[src/rtl/module_display_7seg.sv]
// Four-digit multiplexed 7-segment driver with frame-synchronous digit update.
// Optional leading-zero blanking is enabled by defining BLANK_LEADING_ZEROS_EN.
module module_display_7seg #(
    parameter int unsigned REFRESH_DIV = 27000
) (
    input  logic       clk,
    input  logic       rst,
    input  logic [3:0] unidades_input,
    input  logic [3:0] decenas_input,
    input  logic [3:0] centenas_input,
    input  logic [3:0] millares_input,
    input  logic       listo,
    output logic [3:0] anodo_output,
    output logic [6:0] segmentos_output,
    output logic       cuadro_output
);

    localparam int unsigned CW = (REFRESH_DIV > 2) ? $clog2(REFRESH_DIV) : 1;
    localparam logic [CW-1:0] CNT_MAX = CW'(REFRESH_DIV - 1);

    typedef enum logic [1:0] {DIG0, DIG1, DIG2, DIG3} state_t;

    state_t        state;
    logic [CW-1:0] cnt;
    logic [3:0]    pend_u, pend_d, pend_c, pend_m;
    logic [3:0]    disp_u, disp_d, disp_c, disp_m;
    logic          tc;
    logic          blank1, blank2, blank3;
    logic [3:0]    cur_digit;
    logic          cur_blank;
    logic [3:0]    an_next;
    logic [6:0]    seg_next;

    function automatic logic [6:0] seg_enc(input logic [3:0] d);
        case (d)
            4'd0:    seg_enc = 7'b1000000;
            4'd1:    seg_enc = 7'b1111001;
            4'd2:    seg_enc = 7'b0100100;
            4'd3:    seg_enc = 7'b0110000;
            4'd4:    seg_enc = 7'b0011001;
            4'd5:    seg_enc = 7'b0010010;
            4'd6:    seg_enc = 7'b0000010;
            4'd7:    seg_enc = 7'b1111000;
            4'd8:    seg_enc = 7'b0000000;
            4'd9:    seg_enc = 7'b0010000;
            default: seg_enc = 7'b0111111;
        endcase
    endfunction

    assign tc = (cnt == CNT_MAX);

    // A digit only blanks when every more-significant digit is also zero; dashes count as nonzero.
`ifdef BLANK_LEADING_ZEROS_EN
    assign blank3 = (disp_m == 4'd0);
    assign blank2 = blank3 && (disp_c == 4'd0);
    assign blank1 = blank2 && (disp_d == 4'd0);
`else
    assign blank3 = 1'b0;
    assign blank2 = 1'b0;
    assign blank1 = 1'b0;
`endif

    always_comb begin
        cur_digit = disp_u;
        cur_blank = 1'b0;
        an_next   = 4'b1110;
        case (state)
            DIG0: begin cur_digit = disp_u; cur_blank = 1'b0;   an_next = 4'b1110; end
            DIG1: begin cur_digit = disp_d; cur_blank = blank1; an_next = 4'b1101; end
            DIG2: begin cur_digit = disp_c; cur_blank = blank2; an_next = 4'b1011; end
            DIG3: begin cur_digit = disp_m; cur_blank = blank3; an_next = 4'b0111; end
            default: ;
        endcase
        seg_next = cur_blank ? 7'b1111111 : seg_enc(cur_digit);
    end

    always_ff @(posedge clk or negedge rst) begin
        if (!rst) begin
            state            <= DIG0;
            cnt              <= '0;
            pend_u           <= '0;
            pend_d           <= '0;
            pend_c           <= '0;
            pend_m           <= '0;
            disp_u           <= '0;
            disp_d           <= '0;
            disp_c           <= '0;
            disp_m           <= '0;
            anodo_output     <= '1;
            segmentos_output <= '1;
            cuadro_output    <= 1'b0;
        end else begin
            cnt              <= tc ? '0 : cnt + 1'b1;
            anodo_output     <= an_next;
            segmentos_output <= seg_next;
            cuadro_output    <= tc && (state == DIG3);

            if (listo) begin
                pend_u <= unidades_input;
                pend_d <= decenas_input;
                pend_c <= centenas_input;
                pend_m <= millares_input;
            end

            if (tc) begin
                case (state)
                    DIG0: state <= DIG1;
                    DIG1: state <= DIG2;
                    DIG2: state <= DIG3;
                    default: begin
                        state <= DIG0;
                        // Bypass pend_* so a strobe on the boundary edge is not a frame late.
                        if (listo) begin
                            disp_u <= unidades_input;
                            disp_d <= decenas_input;
                            disp_c <= centenas_input;
                            disp_m <= millares_input;
                        end else begin
                            disp_u <= pend_u;
                            disp_d <= pend_d;
                            disp_c <= pend_c;
                            disp_m <= pend_m;
                        end
                    end
                endcase
            end
        end
    end

endmodule

[config.mk]
export PLATFORM = sky130hd
export DESIGN_NAME = module_display_7seg
export DESIGN_NICKNAME = d
export VERILOG_FILES = /design/src/rtl/module_display_7seg.sv
export SDC_FILE = /design/constraint.sdc
export NUM_CORES = 1
export LEC_CHECK = 0
export CAP_MARGIN = 30
export CORE_AREA = 10 10 72 89
export DETAILED_ROUTE_END_ITERATION = 16
export DIE_AREA = 0 0 82 99
export PLACE_DENSITY = 0.78
export SETUP_SLACK_MARGIN = 0.2
export SKIP_LAST_GASP = 1
export SLEW_MARGIN = 5
export SYNTH_ARGS = -nofsm -noshare
export SYNTH_HDL_FRONTEND = slang
export SYNTH_SLANG_ARGS = --single-unit
[constraint.sdc]
create_clock -name clk -period 3.01 [get_ports clk]
set_input_delay 0.4515 -clock clk [delete_from_list [all_inputs] [get_ports clk]]
set_output_delay 0.4515 -clock clk [all_outputs]
set_load 0.01 [all_outputs]
==> results.cfg <==
[clocking]
cts_htree_levels = 3
cts_repair_resize_count = 0
postCtsSetupBuffers = 0
clkSlewWorstSetupHoldPaths_ns = 0.06
cts_root_buf = clkbuf_8
clkSinkCount = 61
cts_hold_buf = 0
cts_tree = done
cts_buffers = 9
clock_latency_ns = 0.33
clockBufferDepth = 2

[drt]
drt_iter0_drc = 47
first_pass_iters = 4
vias = 1640
drc = 0
finalWirelength_um = 5010
wl_per_cell_um = 16.4
drtAntennaViolNets = 0
vias_per_cell = 5.36

[timing]
finalHoldViolCount = 0
fmax_mhz = 442
final.period_utilization_pct = 75.1
tightestPinTransition_ns = 0.738
slew_headroom_pct = 50.6
drv_slew = 0
fin_ws_ns = 0.750
fin_skew_ns = 0.00656
grt_setup_unrepaired = no
setup_viol = 0
tns_ns = 0
min_period_ns = 2.26

[final_layout]
largest_register = cnt
area_growth_pct = 21.1
nets = 270
layout-drive-gt1-share_pct = 27.6
reg_top3 = cnt x15, segmentos_output x7
largest_register_ffs = 15
diodes = 0
final_util_pct = 69.0
design_area_um2 = 3240

[die]
io_pins = 31
die_area_um2 = 8120
die_w_um = 82
std_cell_rows = 28
initial_core_util_pct = 57.0
die_y_um = 99
core_um2 = 4690

[power_and_ir_drop]
internal_power_uw = 1280
peakVddDrop_uv = 371
clkPwrFrac_pct = 38.2
finalPower_uw = 1650
powerDensity_nw_per_um2 = 510
p_switching_uw = 367
p_leak_uw = 0.00144
power_frac_comb_pct = 8.3
pwr-share-seq_pct = 53.4
swShare_pct = 22.2

[synthesis]
synth_simple_gate_area_share_pct = 10.6
synth_top_family_by_area = multiplexers
netlist.top_cell.by_area = dfrtp_1
synth_area_um2 = 2680
ys_ff_latch = 61
synth_compound_gate_area_share_pct = 5.38
yosysTopAreaCellShare_pct = 46.8
synth.most_common_cell = dfrtp_1
postSynthAreaPerCell_um2 = 13.2
synth_edf_count = 0
ys_seq_area_share_pct = 57.6
synth_commonest_cells = dfrtp_1 (50), mux2_2 (23), dfstp_2 (11), nor2_1 (11)
synth_ff_type = dfrtp_1
ys.warnings.count = 0
synth_fa_ha_area_share_pct = 4.68
synthTopCellsByArea = dfrtp_1 (47%), dfstp_2 (11%), mux2_2 (9.7%), mux2_4 (5.6%), ha_1 (4.7%)
syn-instance-count = 202
synthArstFlopShare_pct = 100
yosys.area_share.xor_xnor_pct = 3.60
synth_nets = 231
muxShareOfSynthArea_pct = 15.7
post_synth_num_cell_types = 38

[setup_path]
critical_path_arrival_ns = 2.50
rr_endpoint = segmentos_output[3]
setup.worst_path.start_class = register
reg2reg_from = state[0]
path_class = register to register
worstPathRequired_ns = 3.25
cp-end-kind = register
ff2ff_setup_slack_ns = 0.75
crit_fanout = 7
rr_worst_depth = 7

[global_routing]
track_usage_pct = 13.8
grt_pass1_vias = 1775
antenna_found_initial = 0
grt_first_pass_wirelength_um = 8570
gr-total-overflow = 0
grt_max_degree = 26

[place]
hpwl_um = 3570
placed_cell_area_um2 = 3060
io_buffers = 30
place_ws_ns = 0.771
gp_congestion = 0.812

[run_status]
status = complete, no violations

[worst_hold_path]
hp-class = primary input to async pin

[job]
maxCapViolCount = 0
[metal layers]
| layer | share of wire [%] | GRT usage (%) | wire (µm) |
|---|---|---|---|
| met1 | 41 | 15.7 | 2040 |
| met2 | 55 | 22.0 | 2730 |
| met3 | 3.3 | 4.64 | 164 |
| met4 | 1.6 | 7.48 | 79 |
| met5 | 0 | 0 | 0 |
[area by class of cell]
class	count	area, µm²
Clock buffer	12	155
Tap cell	60	75.1
Timing Repair Buffer	33	338
Clock inverter	4	22.5
Inverter	11	41.3
Multi-Input combinational cell	125	1070
Fill cell	352	1450
Sequential cell	61	1540
[cell families (layout without fill, tap and decap cells)]
kind of cell    after synthesis  in the layout
compound gates               22             22
xor+xnor                     11             11
fa+ha+maj                    10             10
buf+inv                      16             60
flops                        61             61
mux                          34             34
simple gates                 48             48
[through the flow]
step	cells	hold WS (ns)
floorplan	202	0.156
global placement	289	0.477
detailed placement	290	0.477
CTS	306	0.122
global route	306	0.146
finish	306	0.124
[power by group through the flow]
stage,Combinational [µW],Sequential (µW),Clock [µW]
after floorplan,61.7,897,0
after global placement,132,895,0
after detailed placement,140,897,0
after CTS,141,883,652
after global routing,152,886,698
final,138,883,632
[placed cells by master, fill, tap and decap left out, drive strengths merged, types with 5 or more instances in the layout]
| cell type | count |
|---|---|
| xnor2 | 8 |
| mux2 | 33 |
| nand3 | 6 |
| clkbuf | 12 |
| inv | 10 |
| ha | 10 |
| dfstp | 11 |
| dfrtp | 50 |
| nor2 | 11 |
| nor2b | 5 |
| a21oi | 7 |
| nand2 | 8 |
| o21ai | 6 |
| clkdlybuf4s50 | 29 |
[critical path, cell delays in order, from the launching register on]
cell	delay [ns]
dfrtp_1	0.42
inv_1	0.14
ha_1	0.35
a222oi_1	0.15
a21oi_1	0.45
inv_1	0.13
ha_1	0.33
o221ai_1	0.20
[worst max-delay path by stage]
stage	start	end	slack (ns)	cells past startpoint
after floorplan	state[0]	segmentos_output[3]	1.15	7
after global placement	listo	disp_c[0]	0.73	3
after detailed placement	listo	disp_d[0]	0.77	3
after CTS	state[0]	segmentos_output[3]	0.75	7
after global routing	state[0]	segmentos_output[3]	0.55	7
final	state[0]	segmentos_output[3]	0.75	7
Power figures use the tool's default switching activity.
